**config.mk**
```make
export PLATFORM = sky130hd
export DESIGN_NAME = alu_8bit_arbiter
export DESIGN_NICKNAME = d
export VERILOG_FILES = /design/src/rtl/alu_8bit_arbiter.sv
export SDC_FILE = /design/constraint.sdc
export NUM_CORES = 1
export LEC_CHECK = 0
export ABC_AREA = 1
export CAP_MARGIN = 20
export CORE_MARGIN = 4
export CORE_UTILIZATION = 37
export DETAILED_ROUTE_END_ITERATION = 8
export PLACE_DENSITY_LB_ADDON = 0.3
export SETUP_SLACK_MARGIN = 0.02
export SLEW_MARGIN = 40
export SYNTH_ARGS = -nofsm -noshare
export SYNTH_HDL_FRONTEND = slang
export SYNTH_SLANG_ARGS = --single-unit
```
**constraint.sdc**
```tcl
create_clock -name clk -period 1.3 [get_ports clk]
set_input_delay 0.195 -clock clk [delete_from_list [all_inputs] [get_ports clk]]
set_output_delay 0.195 -clock clk [all_outputs]
set_load 0.1 [all_outputs]
```
**src/rtl/alu_8bit_arbiter.sv**
```systemverilog
// rtl/alu_8bit_arbiter.sv - round-robin arbiter/sequencer sharing one registered 8-bit ALU
// Optional grant statistics enabled by defining ALU_ARB_STATS_EN.
module alu_8bit_arbiter #(
  parameter int ALU_LATENCY = 1
) (
  input  logic       clk,
  input  logic       rst_n,
  input  logic       req0_valid,
  output logic       req0_ready,
  input  logic [7:0] req0_a,
  input  logic [7:0] req0_b,
  input  logic [1:0] req0_op,
  input  logic       req1_valid,
  output logic       req1_ready,
  input  logic [7:0] req1_a,
  input  logic [7:0] req1_b,
  input  logic [1:0] req1_op,
  output logic       rsp0_valid,
  input  logic       rsp0_ready,
  output logic       rsp1_valid,
  input  logic       rsp1_ready,
  output logic [7:0] rsp_result,
  output logic       rsp_carry,
  output logic       rsp_zero,
  output logic       rsp_overflow,
  output logic [7:0] alu_a,
  output logic [7:0] alu_b,
  output logic [1:0] alu_op,
  input  logic [7:0] alu_result,
  input  logic       alu_carry,
  input  logic       alu_zero,
  input  logic       alu_overflow,
  output logic       busy
`ifdef ALU_ARB_STATS_EN
  ,
  output logic [15:0] grant_cnt0,
  output logic [15:0] grant_cnt1
`endif
);

  typedef enum logic [1:0] {IDLE, ISSUE, WAIT, RESP} state_t;

  state_t     state, state_nxt;
  logic       last_grant;
  logic       grant;
  logic       sel;
  logic [2:0] cnt;
  logic       accept;
  logic       rsp_hs;

  // Candidate winner: the sole valid requester, or the one not served last on a tie.
  always_comb begin
    sel = req1_valid;
    if (req0_valid && req1_valid) sel = ~last_grant;
  end

  assign req0_ready = (state == IDLE) && req0_valid && !sel;
  assign req1_ready = (state == IDLE) && req1_valid && sel;
  assign accept     = req0_ready || req1_ready;
  assign rsp0_valid = (state == RESP) && !grant;
  assign rsp1_valid = (state == RESP) && grant;
  assign rsp_hs     = (state == RESP) && (grant ? rsp1_ready : rsp0_ready);
  assign busy       = (state != IDLE);

  always_comb begin
    state_nxt = state;
    case (state)
      IDLE:    if (accept) state_nxt = ISSUE;
      ISSUE:   state_nxt = WAIT;
      WAIT:    if (cnt == 3'd0) state_nxt = RESP;
      RESP:    if (rsp_hs) state_nxt = IDLE;
      default: state_nxt = IDLE;
    endcase
  end

  always_ff @(posedge clk or negedge rst_n) begin
    if (!rst_n) begin
      state        <= IDLE;
      last_grant   <= 1'b1;
      grant        <= 1'b0;
      cnt          <= 3'd0;
      alu_a        <= 8'h00;
      alu_b        <= 8'h00;
      alu_op       <= 2'b00;
      rsp_result   <= 8'h00;
      rsp_carry    <= 1'b0;
      rsp_zero     <= 1'b0;
      rsp_overflow <= 1'b0;
    end else begin
      state <= state_nxt;
      if (accept) begin
        alu_a  <= sel ? req1_a  : req0_a;
        alu_b  <= sel ? req1_b  : req0_b;
        alu_op <= sel ? req1_op : req0_op;
        grant  <= sel;
      end
      if (state == ISSUE) cnt <= 3'(ALU_LATENCY - 1);
      if (state == WAIT) begin
        if (cnt == 3'd0) begin
          rsp_result   <= alu_result;
          rsp_carry    <= alu_carry;
          rsp_zero     <= alu_zero;
          rsp_overflow <= alu_overflow;
        end else begin
          cnt <= cnt - 3'd1;
        end
      end
      if (rsp_hs) last_grant <= grant;
    end
  end

`ifdef ALU_ARB_STATS_EN
  always_ff @(posedge clk or negedge rst_n) begin
    if (!rst_n) begin
      grant_cnt0 <= 16'h0000;
      grant_cnt1 <= 16'h0000;
    end else begin
      if (req0_ready && grant_cnt0 != 16'hFFFF) grant_cnt0 <= grant_cnt0 + 16'd1;
      if (req1_ready && grant_cnt1 != 16'hFFFF) grant_cnt1 <= grant_cnt1 + 16'd1;
    end
  end
`endif

endmodule

```
---- Word-level counts from Yosys, hierarchy flattened ----
Cells that the tools add are included.
Widths: inputs -> output; s select.
word-level totals
  memory bits (writable) .................. 0
  flip-flop bits (word level) ............. 36
  ROM bits ................................ 0
  memories ................................ 0
  latch bits .............................. 0
  input bits .............................. 53
  word-level logic and storage cells ...... 47
operators by class
  bitwise gates (word level) .............. 1
  eq/ne operators ......................... 6
  shift operators ......................... 0
  reductions and logical operators ........ 16
  $add $sub $neg .......................... 1
  divide/modulo/power cells ............... 0
  $lt $le $gt $ge ......................... 0
  mux-type cells .......................... 12
  $mul .................................... 0
operator list
  operator             number
  $mux 8               2
  $mux 3               3
  $logic_and 1x1->1    8
  $mux 2               4
  $pmux 2 s4           1
  $ne 2x2->1 const B   3
  $eq 2x2->1 const B   2
  $logic_not 3->1      1
  $reduce_and 3->1     1
  $sub 3x1->3 const B  1
  $eq 2x1->1 const B   1
  $logic_not 1->1      2
  $logic_not 2->1      1
  $mux 1               2
  $reduce_and 2->1     1
  $reduce_bool 2->1    1
  $logic_or 1x1->1     1
  $not 1->1            1

---- Longest topological paths before layout ----
Gate-level depths: netlist of the first run.
  word-level depth ........................ 7
  depth in mapped cells ................... 9
  depth with buffers taken out ............ 7

---- Least setup slack after synthesis of the first run ----
OpenSTA, ideal clock, no wires.
  kind .................................... flip-flop to flip-flop
  start ................................... register state[0]
  end ..................................... register grant
  data arrival time ....................... 2376 ps
  setup slack ............................. -1273 ps
  library setup time ...................... 197 ps
  path buffers ............................ 1
  stages on the path, launching flop included .. 7
  data required time ...................... 1103 ps
  period minus slack after synthesis ...... 2573 ps
  cells stage by stage .................... dfrtp_1 > inv_1 > ha_1 > nand2_1 > buf_6 > nor2_1 > o21ai_0
on the way
  longest elaborated chain between the ends .. 4
  elaborated cells between the ends (all ways) .. 6
  those cells by class .................... 6 x reduce/logical
RTL lines
  item                             line  RTL
  from (decl)                      43    state_t state, state_nxt;
  from (signal assigned)           90    state <= state_nxt;
  $logic_not 2->1                  57    assign req0_ready = (state == IDLE) && req0_valid && !sel;
  $logic_and 1x1->1 (2 in series)  57
  named net req0_ready             9     output logic req0_ready,
  $logic_or 1x1->1                 59    assign accept = req0_ready || req1_ready;
  to (signal assigned)             95    grant <= sel;
  to (decl)                        45    logic grant;
The timed path passes the listed nets, and every way through them passes these cells.
A chain may end at the register's enable or synchronous reset.

---- Worst setup path in the final report of the first run ----
  start ................................... register state[1]
  end ..................................... output busy
on the way
  longest elaborated chain between the ends .. 1
RTL lines
  item               line  RTL
  $reduce_bool 2->1  63    assign busy = (state != IDLE);
  to (decl)          33    output logic busy
No other way between the ends.

==> results of run 1 <==
==> cell type report <==
class                   count  share of cell area (%)
clock inverters             2                  0.2843
multi-input cells         181                   26.62
flip-flops and latches     36                   25.62
inverters                  13                   1.777
repair buffers            111                   40.97
well taps                  67                   2.381
clock buffers               6                   2.345
==> registers in the layout, summed over array words and instances, names as in the netlist <==
name	flops
alu_op	2
last_grant	1
alu_b	8
rsp_zero	1
state	2
rsp_result	8
rsp_overflow	1
grant	1
rsp_carry	1
cnt	3
alu_a	8
==> cell families after synthesis <==
logic type / Yosys count
fa+ha+maj: 6
buf+inv: 25
compound gates: 7
flops: 36
xor+xnor: 1
simple gates: 166
==> cell usage after synthesis <==
master and instances:
buf_8 1, dfstp_2 1, o21ai_0 6, o21ai_2 1
buf_4 1, nand2_2 5, inv_1 12, nand3_1 35
dfrtp_1 35, xnor2_1 1, nor2_1 3, nand4_1 2
buf_2 4, clkbuf_1 1, buf_6 5, inv_2 1
nand2_1 121, ha_1 6
==> routing by layer <==
layer  vias to the layer above  share of wire [%]  GRT usage [%]
met5                         -                  0              0
met4                         0                1.8          6.357
met3                         9                7.8          6.576
met2                        81                 49          31.41
met1                       904                 41          22.60
li1                        965                  -              -
==> timing repair <==
item                       in CTS  in global routing
pin swaps                       6                  2
setup buffers                  10                  1
gates cloned                    0                  2
setup endpoints to repair      36                 40
hold endpoints to repair       35                  0
hold buffers                    1                  0
resized for setup              20                 11
==> through the flow <==
| stage | utilization [%] | setup TNS (ns) | setup slack (ns) | hold slack (ns) | cell area [um2] |
|---|---|---|---|---|---|
| after floorplan | - | -0.8384 | -0.2656 | -0.1006 | 1916 |
| after global placement | 66.69 | -3.555 | -0.1808 | 0.1632 | 3192 |
| after detailed placement | 66.69 | -5.063 | -0.2492 | 0.1599 | 3192 |
| after CTS | 71.71 | -1.640 | -0.2633 | 0.4105 | 3432 |
| after global routing | 73.57 | -6.326 | -0.3380 | 0.4475 | 3521 |
| final | 73.57 | -3.830 | -0.2823 | 0.4454 | 3521 |
==> how the worst max path moves through the flow <==
stage                     startpoint  slack [ns]  cells past startpoint        to
after floorplan             state[1]       -0.27                      6     grant
after global placement    req0_valid       -0.18                      8  alu_a[3]
after detailed placement  req0_valid       -0.25                      8  alu_b[5]
after global routing        state[1]       -0.34                      5      busy
after CTS                   state[0]       -0.26                      5      busy
final                       state[1]       -0.28                      5      busy
==> worst max-delay path: stages, from the launching register on <==
cell and delay [ns]:
dfrtp_1 0.42, inv_2 0.10, ha_4 0.19, buf_6 0.11, clkinvlp_4 0.10, buf_12 0.17
==> impl_metrics.yaml, run 1 <==
finish:
  nNetsFinal: 407
  area_delta_synth_final_pct: 89.24
  final_common_cell: "nand2_1"
  multi_input_area_um2: 937.1
  seq_area_um2: 902.1
  layoutNonFillerInstCount: 416
  mostFrequentLayoutCells: "nand2_1, clkdlybuf4s50_1, dfrtp_1, buf_12, nand3_1"
  insertedDiodeCount: 0
  n_fill_cell: 351
  layout-drive-gt1-share_pct: 27.79
synth:
  synthesis.area_um2: 1861
  yosysTopAreaCellShare_pct: 47.07
  yosys.area_share.simple_pct: 36.79
  ys_seq_elements: 36
  ys_warn_count: 0
  synth_compound_area_share_pct: 2.085
  ys_types: 18
  synth_xor_area_share_pct: 0.4707
  synth_top_area_cell: "dfrtp_1"
  syn_nets: 300
  synthCells: 241
  yosysSeqAreaShare_pct: 48.49
  syn_area_per_cell_um2: 7.720
  synth_top_family_by_area: "simple AND/OR/NAND/NOR gates"
  netlist_top_cells_area: "dfrtp_1, nand2_1, nand3_1, ha_1, buf_6"
  synthMuxAreaShare_pct: 0
  synthAdderAreaFrac_pct: 4.035
die:
  initial_utilization_pct: 38.88
  die_w_um: 78.91
  rows: 25
  fp.coreArea_um2: 4786
  io-pin-count: 87
  die_h_um: 78.91
  die-area_um2: 6227
global_route:
  grt_use_total_pct: 18.81
  grt_pass1_vias: 1957
  antenna_found_initial: 0
  grt-ovfl-total: 0
  grt_max_degree: 22
  grt_pass1_wl_um: 9156
timing:
  period_minus_slack_ns: 1.582
  fin_ws_ns: -0.2823
  slew_violations: 0
  hold_violations: 0
  rsz0062_at_grt: "true"
  maxSlewHeadroom_pct: 81.22
  fin_crit_sh_pct: 121.7
  fin_skew_ns: 0.004796
  worst_pin_slew_ns: 0.2817
  setup_viol: 40
  fmax_mhz: 632.0
critical_path:
  cp.arrival_ns: 1.39
  end_kind: "primary output"
  r2r_cells: 8
  crit_type: "reg -> out"
  critPathRequiredTime_ns: 1.11
  crit_path_start_kind: "register"
  timing.rr.start: "state[1]"
  ff2ff_setup_slack_ns: -0.16
  crit_fanout: 4
  r2r-end: "state[1]"
placement:
  place_hpwl_um: 3941
  dp.cells: 396
  port_buffers: 86
  gp_routability_congestion: 0.8255
run_status:
  status: "finished, violations left"
  violations: "negative setup slack"
route:
  viasPerCell: 4.709
  first_pass_iters: 6
  routedWlPerCell_um: 13.98
  wl_um: 5815
  ant_nets: 0
  drcViolationCount: 0
  vias: 1959
  drt_iter0_drc: 119
clock_tree:
  clockBufferDepth: 2
  clk_latency_ns: 0.29
  cts.sinks: 36
  clkSlewWorstSetupHoldPaths_ns: 0.07
  root_buffer: "clkbuf_8"
  htreeDepth: 2
  cts_tree: "yes"
  cts_inserted_buffers: 5
worst_hold_path:
  min_path_type: "in -> async"
flow_run:
  cap_violations: 0
Power of run 1 is not shown: default switching activity piles up to over one toggle a cycle in this logic, so the estimate is an artifact.
==> inputs of run 2 (changes only) <==
Settings changed: PLACE_DENSITY_LB_ADDON 0.3 to 0.12.
==> run 2 against run 1 <==
  * The flow still finishes with violations (negative setup slack)
  * Die area did not move
  * Via count rose by 2.7%
  * Clock skew rose by 0.0040 ns
  * Clock-buffer cell count rose by 2
  * Final cell count rose by 2.2%
  * Worst setup slack got worse by 0.020 ns
  * Register-to-register slack got worse by 0.05 ns
  * Maximum frequency fell by 1.3%
  * First-iteration DRC count fell by 47%
  * Wire length rose by 4.5%
  * Global-route usage fell by 1.3 points
==> impl_metrics.yaml, run 2 (synthesized netlist as in run 1, its figures left out) <==
finish:
  area_delta_synth_final_pct: 100.7
  seq_area_um2: 904.6
  nNetsFinal: 416
  utilization_pct: 78.04
  insertedDiodeCount: 0
  final_common_cell: "nand2_1"
  mostFrequentLayoutCells: "nand2_1, clkdlybuf4s50_1, buf_12, dfrtp_1, nand3_1"
  fin_area_um2: 3735
  largest_registers: "alu_a: 8 flops, alu_b: 8 flops, rsp_result: 8 flops"
  multi_input_area_um2: 1061
  n_fill_cell: 318
  layout-drive-gt1-share_pct: 35.75
global_route:
  grt-ovfl-total: 0
  grt_pass1_vias: 1863
  antenna_found_initial: 0
  use_met3_pct: 4.989
  grtUsageMet1_pct: 20.19
  grt.busiest_layer: "met2"
  grt_use_total_pct: 17.50
  grt_max_degree: 20
  grt_pass1_wl_um: 8480
  globalRouteMet2Util_pct: 30.81
placement:
  port_buffers: 86
  place_hpwl_um: 3874
  place_ws_ns: -0.2460
  post_dp_cell_area_um2: 3212
  gp_routability_congestion: 0.7608
critical_path:
  cp.arrival_ns: 1.41
  crit_type: "reg -> out"
  cp_common_cell: "nand2_4"
  crit_path_start_kind: "register"
  slowest_delay_ns: 0.55
  crit_path_cell_trace: "nand2_2 -> nand2_4 -> inv_4 -> nand2_4 -> clkinvlp_4 -> buf_12"
  critPathSlowestCell: "dfstp_2"
  end_kind: "primary output"
  critPathBufInv: 3
  crit_fanout: 3
  critPathRequiredTime_ns: 1.11
  path_delay_family: "flip-flops"
die:
  rows: 25
  die_w_um: 78.91
  die-area_um2: 6227
  io-pin-count: 87
  fp.coreArea_um2: 4786
  initial_utilization_pct: 38.88
  die_h_um: 78.91
timing:
  worst_pin_slew_ns: 0.4450
  rsz0062_at_grt: "true"
  setup_viol: 26
  fin_skew_ns: 0.008805
  fin_crit_sh_pct: 123.3
  maxSlewHeadroom_pct: 70.33
  period_minus_slack_ns: 1.603
  hold_violations: 0
  fmax_mhz: 624.0
  fin_ws_ns: -0.3027
  slew_violations: 0
  holdWs_ns: 0.3708
route:
  drt_iter0_drc: 63
  wl_um: 6078
  routedWlPerCell_um: 14.30
  viasPerCell: 4.732
  drcViolationCount: 0
  first_pass_iters: 4
  ant_nets: 0
  vias: 2011
clock_tree:
  clkSlewWorstSetupHoldPaths_ns: 0.08
  cts_inserted_buffers: 5
  clockBufferDepth: 2
  cts_tree: "yes"
  htreeDepth: 2
  root_buffer: "clkbuf_8"
  clk_latency_ns: 0.30
  cts.sinks: 36
run_status:
  violations: "negative setup slack"
  status: "finished, violations left"
flow_run:
  cap_violations: 0
worst_hold_path:
  min_path_type: "in -> async"
[run 2: changes by cell type in the layout (fill, tap and decap cells not counted), sizes merged]
cell	delta
buf	+6
clkbuf	+2
clkinv	-2
nand2	+3
[run 2: what timing repair did]
| item | 4_1_cts | 5_1_grt |
|---|---|---|
| endpoints found under the hold margin | 16 | 0 |
| endpoints found under the setup margin | 36 | 40 |
| cloned | 0 | 6 |
| buffers inserted | 7 | 9 |
| pin swaps | 8 | 14 |
| hold buffers | 1 | 0 |
| gates resized for setup | 16 | 50 |
[run 2: worst register-to-register path, stage by stage, from the launching register on]
cell     delay [ns]
dfrtp_2        0.44
inv_2          0.09
ha_4           0.19
nand2_4        0.07
buf_4          0.14
buf_8          0.13
nand3_1        0.12
nand3_1        0.10
nand2_1        0.07
nand2_1        0.05
[run 2: worst paths after layout]
| check | slack, ns | from | to | depth (start not counted) |
|---|---|---|---|---|
| hold reg to reg | 0.52 | cnt[0] | cnt[0] | 1 |
| hold / removal | 0.37 | rst_n | alu_a[0] | 2 |
| max in group asynchronous | 0.46 | rst_n | state[0] | 3 |
| min in group clk | 0.46 | rsp1_ready | last_grant | 3 |
| setup / recovery | -0.30 | last_grant | req1_ready | 6 |
| setup reg to reg | -0.21 | state[1] | state[1] | 9 |
[run 2: area by class of cell]
| cell class | count | share of cell area [%] |
|---|---|---|
| clock buffers | 8 | 2.680 |
| well taps | 67 | 2.245 |
| repair buffers | 117 | 40.70 |
| flip-flops and latches | 36 | 24.22 |
| inverters | 13 | 1.742 |
| multi-input cells | 184 | 28.41 |
[run 2: layer usage]
layer	part of all wire (%)	vias to the layer above	wire (um)
met5	0	-	0
met3	5.7	14	346
met4	2.0	0	123
met1	42	944	2524
li1	-	996	-
met2	51	57	3084
[run 2: through the flow]
stage,setup TNS (ns),std cells
after global placement,-4.191,397
after detailed placement,-5.175,397
after CTS,-1.958,412
after global routing,-6.567,425
final,-4.766,425
after floorplan,-0.8384,241
Power of run 2 is left out for the same reason.
==> inputs of run 3 (changes only) <==
Settings changed: GPL_ROUTABILITY_DRIVEN set to 0.
==> results of run 3 <==
Final layout, timing and power as in run 2 (identical DEF).
Power of run 3 is left out for the same reason.
